File: src/rtl/iotdf_sched.sv
// Round-robin frame scheduler sharing one IOTDF datapath among NREQ requesters.
// Each frame is 16 bytes in and one 128-bit result out, with a timeout on the result.
module iotdf_sched #(
    parameter int unsigned NREQ = 4,
    parameter int unsigned TMO  = 64
) (
    input  logic                clk,
    input  logic                rst,
    input  logic [NREQ-1:0]     req,
    input  logic [3*NREQ-1:0]   req_fn,
    input  logic [8*NREQ-1:0]   src_byte,
    output logic [NREQ-1:0]     gnt,
    output logic [3:0]          byte_idx,
    input  logic                dp_busy,
    input  logic                dp_valid,
    input  logic [127:0]        dp_out,
    output logic                dp_in_en,
    output logic [7:0]          dp_in,
    output logic [2:0]          dp_fn,
    output logic                res_valid,
    input  logic                res_ready,
    output logic [127:0]        res_data,
    output logic [1:0]          res_id,
    output logic                res_err
);

    // Requester index width is fixed by the 2-bit res_id port.
    localparam int unsigned IDW   = 2;
    localparam int unsigned WCW   = (TMO > 1) ? $clog2(TMO) : 1;
    localparam int unsigned NBYTE = 16;

    typedef enum logic [2:0] {
        S_IDLE,
        S_ARB,
        S_FEED,
        S_WAIT,
        S_RESULT
    } state_t;

    state_t           state, state_d;
    logic [IDW-1:0]   rr_ptr, rr_ptr_d;
    logic [IDW-1:0]   cur_id, cur_id_d;
    logic [WCW-1:0]   wcnt, wcnt_d;
    logic [NREQ-1:0]  gnt_d;
    logic [3:0]       byte_idx_d;
    logic [2:0]       dp_fn_d;
    logic             res_valid_d;
    logic [127:0]     res_data_d;
    logic [1:0]       res_id_d;
    logic             res_err_d;

    logic [2:0]       fn_lane   [NREQ];
    logic [7:0]       byte_lane [NREQ];

    logic             pick_found;
    logic [IDW-1:0]   pick_id;
    logic [IDW-1:0]   idx;

    // Unpack the flat per-requester buses into lanes.
    for (genvar i = 0; i < NREQ; i++) begin : g_lane
        assign fn_lane[i]   = req_fn[3*i +: 3];
        assign byte_lane[i] = src_byte[8*i +: 8];
    end

    // Byte strobe follows dp_busy in the same cycle so no byte is lost or repeated.
    assign dp_in_en = (state == S_FEED) && !dp_busy;
    assign dp_in    = (state == S_FEED) ? byte_lane[cur_id] : 8'h00;

    // First set request at or after rr_ptr, wrapping.
    always_comb begin
        pick_found = 1'b0;
        pick_id    = '0;
        idx        = '0;
        for (int unsigned k = 0; k < NREQ; k++) begin
            idx = IDW'((32'(rr_ptr) + k) % NREQ);
            if (!pick_found && req[idx]) begin
                pick_found = 1'b1;
                pick_id    = idx;
            end
        end
    end

    always_ff @(posedge clk or negedge rst) begin
        if (!rst) begin
            state     <= S_IDLE;
            rr_ptr    <= '0;
            cur_id    <= '0;
            wcnt      <= '0;
            gnt       <= '0;
            byte_idx  <= '0;
            dp_fn     <= '0;
            res_valid <= 1'b0;
            res_data  <= '0;
            res_id    <= '0;
            res_err   <= 1'b0;
        end else begin
            state     <= state_d;
            rr_ptr    <= rr_ptr_d;
            cur_id    <= cur_id_d;
            wcnt      <= wcnt_d;
            gnt       <= gnt_d;
            byte_idx  <= byte_idx_d;
            dp_fn     <= dp_fn_d;
            res_valid <= res_valid_d;
            res_data  <= res_data_d;
            res_id    <= res_id_d;
            res_err   <= res_err_d;
        end
    end

    // Next-state and registered-output logic.
    always_comb begin
        state_d     = state;
        rr_ptr_d    = rr_ptr;
        cur_id_d    = cur_id;
        wcnt_d      = wcnt;
        gnt_d       = gnt;
        byte_idx_d  = byte_idx;
        dp_fn_d     = dp_fn;
        res_valid_d = res_valid;
        res_data_d  = res_data;
        res_id_d    = res_id;
        res_err_d   = res_err;

        unique case (state)
            S_IDLE: begin
                if (|req) begin
                    state_d = S_ARB;
                end
            end
            S_ARB: begin
                if (pick_found) begin
                    cur_id_d        = pick_id;
                    gnt_d           = '0;
                    gnt_d[pick_id]  = 1'b1;
                    dp_fn_d         = fn_lane[pick_id];
                    rr_ptr_d        = IDW'((32'(pick_id) + 32'd1) % NREQ);
                    byte_idx_d      = '0;
                    state_d         = S_FEED;
                end else begin
                    state_d = S_IDLE;
                end
            end
            S_FEED: begin
                if (!dp_busy) begin
                    if (byte_idx == 4'(NBYTE - 1)) begin
                        byte_idx_d = '0;
                        wcnt_d     = '0;
                        state_d    = S_WAIT;
                    end else begin
                        byte_idx_d = byte_idx + 4'd1;
                    end
                end
            end
            S_WAIT: begin
                if (dp_valid) begin
                    res_data_d  = dp_out;
                    res_err_d   = 1'b0;
                    res_id_d    = cur_id;
                    res_valid_d = 1'b1;
                    state_d     = S_RESULT;
                end else if (wcnt == WCW'(TMO - 1)) begin
                    res_data_d  = '0;
                    res_err_d   = 1'b1;
                    res_id_d    = cur_id;
                    res_valid_d = 1'b1;
                    state_d     = S_RESULT;
                end else begin
                    wcnt_d = wcnt + WCW'(1);
                end
            end
            S_RESULT: begin
                if (res_ready) begin
                    res_valid_d = 1'b0;
                    gnt_d       = '0;
                    dp_fn_d     = '0;
                    wcnt_d      = '0;
                    state_d     = S_IDLE;
                end
            end
            default: begin
                state_d = S_IDLE;
            end
        endcase
    end

endmodule

File: config.mk
export PLATFORM = sky130hd
export DESIGN_NAME = iotdf_sched
export DESIGN_NICKNAME = d
export VERILOG_FILES = /design/src/rtl/iotdf_sched.sv
export SDC_FILE = /design/constraint.sdc
export NUM_CORES = 1
export LEC_CHECK = 0
export ABC_CLOCK_PERIOD_IN_PS = 3900
export CAP_MARGIN = 25
export CORE_MARGIN = 2
export CORE_UTILIZATION = 40
export DETAILED_ROUTE_END_ITERATION = 10
export HOLD_SLACK_MARGIN = 0.12
export PLACE_DENSITY = 0.81
export SYNTH_ARGS = -nofsm -noshare
export SYNTH_HDL_FRONTEND = slang
export SYNTH_SLANG_ARGS = --single-unit
File: constraint.sdc
create_clock -name clk -period 3.9 [get_ports clk]
set_input_delay 0.39 -clock clk [delete_from_list [all_inputs] [get_ports clk]]
set_output_delay 0.39 -clock clk [all_outputs]
set_load 0.005 [all_outputs]
==> metrics <==
status finished, final reports clean; Gate power share 0.414; yosys synthesis warning count 0; WHS Endpoint res_err; Clock Latency Late Sink 420 ps; Root Driver clkbuf_16; CP Max Fanout 15; most common cell in the netlist dfrtp_1; port bufs 332; Sequential Power Share 0.370; worst endpoint data arrival time 2510 ps; synthesized area per cell 13.6 um2; max incr delay on CP 620 ps; Worst IR Drop VDD 389 uV; critical-path cell list nor3b_1 > buf_4 > and2_1 > clkdlybuf4s50_1; largest net degree at the start of global routing 90; GP Congestion 0.820; DR WL/cell 19.0 um; Layout Nets 972; Max-Slew Margin vs Limit 0.390; I/O pins 333; Leakage ~4.4 nW; drt first pass iters 4; crit path launch type register; RR Startpoint state[2]; overflow left after global routing 0; required time worst endpoint 3510 ps; antenna violations before repair 0; Antenna Cells 0; Hold Fails Final Rpt 0; pwr dens approximately 740 nW/um2; pre-CTS worst setup slack 1120 ps; Commonest cells post-synth 156 x dfrtp_1, 130 x a22o_1, 22 x nand2_1; post-synthesis register bit count 156; final worst path period share 0.743; sequential cell area fraction in the yosys report 0.612; Synth Instances 468; Power Internal 5.30 mW; Setup Skew 10.3 ps; largest area contributor in the netlist dfrtp_1; R2R setup slack 1190 ps; slowest CP cell nor3b_1; aggregate routed wire length between 15000 and 20000 um; hold crit path type reg2reg; clock-pin slew on the worst setup and hold paths around 70 ps; vias post-DR between 5000 and 6000; delay-heaviest family, CP simple AND/OR/NAND/NOR gates; clock network fraction of total power 0.216; hold_buf cts 1; Slew @ Worst Pin 915 ps; number of global-route vias before repair 5393; Site Rows 46; 1st-iter DRT viols 229; Syn-to-layout area delta 63.0%; fin. max-slew vios 0; die area around 17000 um2; Async SR Flop Fraction 1.00; Final ANT Viol Nets 0; Setup Crit Path Kind reg2out; Sw Share 0.307; number of setup violations in the final report 0; chip height 130 um; top-area cell type share of the netlist area 0.612; htree depth 4; syn nets 651; DRC Markers 0; final worst slack 1000 ps; ys flop type dfrtp_1; final setup TNS 0 ps; Max Freq 345 MHz; FF-to-FF End res_data[14]; RSZ-0062 raised after global routing false; Crit path buffers/inverters 2; Total GRT Usage 0.219; Netlist Area Pre-Place 6380 um2; Post-synth EDFFs 0; Starting Density 0.406; Max Root-Sink Buffers 2; Die X 130 um; Num CTS Buffers 17; HPWL Detailed 14200 um; Max Cap Violations 0; setup repair bufs after CTS 0; P_sw 2.35 mW; crit path time final 2900 ps; Hold WS 497 ps; Worst setup EP type output pin; Yosys cell types between 40 and 50; share of cells above drive strength 1 0.0848; CTS Sinks 156; cts repair resizes 0; core area 15700 um2; R2R depth 5; Vias/cell 5.30; Synth area leaders dfrtp_1 61%, a22o_1 18%, mux4_2 2.8%; first-pass GRT wire length 28400 um; worst hold start res_err; CTS tree built; hold depth 2
metal layers:
metal,routed length (um),track usage,vias to the layer above
met4,535,0.0907,0
met5,0,0,-
met1,7540,0.260,2647
met2,9660,0.369,275
li1,-,-,2434
met3,1620,0.0689,43
kinds of logic after synthesis:
kind of cell / Yosys count / share of synthesized area
muxes: 18 / 0.0445
AOI/OAI and AO/OA: 174 / 0.234
and+or+nand+nor: 71 / 0.0608
DFF: 156 / 0.612
xor gates and xnor gates: 1 / 0.00137
adders and majority gates: 2 / 0.00392
buffers and inverters: 46 / 0.0441
power by group through the flow:
stage	clock, mW	sequential (mW)	combinational (mW)
after CTS	1.70	2.83	3.20
after global routing	1.76	2.92	3.41
after global placement	0	2.82	3.10
after detailed placement	0	2.83	3.20
after floorplan	0	2.77	1.38
final	1.66	2.83	3.17
how the worst max path moves through the flow:
stage,start,end,slack (ps),depth (start not counted)
floorplan,byte_idx[0],wcnt[4],2250,6
global placement,dp_valid,res_data[27],1240,6
detailed placement,dp_valid,res_data[14],1120,6
CTS,state[1],dp_in[7],1010,4
global route,state[1],dp_in[0],910,4
finish,state[1],dp_in[7],1000,4
state kept, by name, summed over array words and instances (netlist names):
| name | cells |
|---|---|
| res_id | 2 |
| res_err | 1 |
| rr_ptr | 2 |
| res_valid | 1 |
| cur_id | 2 |
| dp_fn | 3 |
| state | 3 |
| wcnt | 6 |
| res_data | 128 |
| byte_idx | 4 |
| gnt | 4 |
layout make-up:
| cell class | instances | area, um2 |
|---|---|---|
| Multi-Input combinational cell | 266 | 2210 |
| Sequential cell | 156 | 3900 |
| Clock buffer | 17 | 425 |
| Fill cell | 1143 | 5310 |
| Tap cell | 216 | 270 |
| Inverter | 10 | 37.5 |
| Timing Repair Buffer | 338 | 3380 |
| Clock inverter | 15 | 173 |
stage by stage:
| step | instance area [um2] | total power, mW | std cells | util |
|---|---|---|---|---|
| after detailed placement | 9800 | 6.03 | 985 | 0.624 |
| after global routing | 10400 | 8.09 | 1018 | 0.662 |
| after global placement | 9800 | 5.92 | 985 | 0.624 |
| final | 10400 | 7.66 | 1018 | 0.662 |
| after CTS | 10400 | 7.74 | 1018 | 0.662 |
| after floorplan | 6380 | 4.15 | 468 | - |
cells in the final DEF (no fill, tap or decap), drive strengths merged, types with 2 or more instances in the layout:
master         synthesis  routed
clkdlybuf4s50          0     331
dfrtp                156     156
a22o                 130     130
nand2                 24      24
inv                   10      19
clkbuf                 2      17
o21ai                 17      17
nor2                  13      13
and2                   9       9
mux4                   8       8
mux2i                  7       7
buf                   34       6
a21oi                  5       5
a31oi                  5       5
nand3                  5       5
o221ai                 4       4
nor4                   4       4
clkinv                 0       4
nor3b                  3       3
mux2                   3       3
or3                    3       3
nand2b                 3       3
and2b                  2       2
a32o                   2       2
a21o                   2       2
ha                     2       2
tightest hold or removal path, cell delays in order (launching register included):
cell     delay (ps)
dfrtp_1         340
a21oi_1          40
nor2_1           70
No activity file was read; power rests on OpenSTA's default activity.
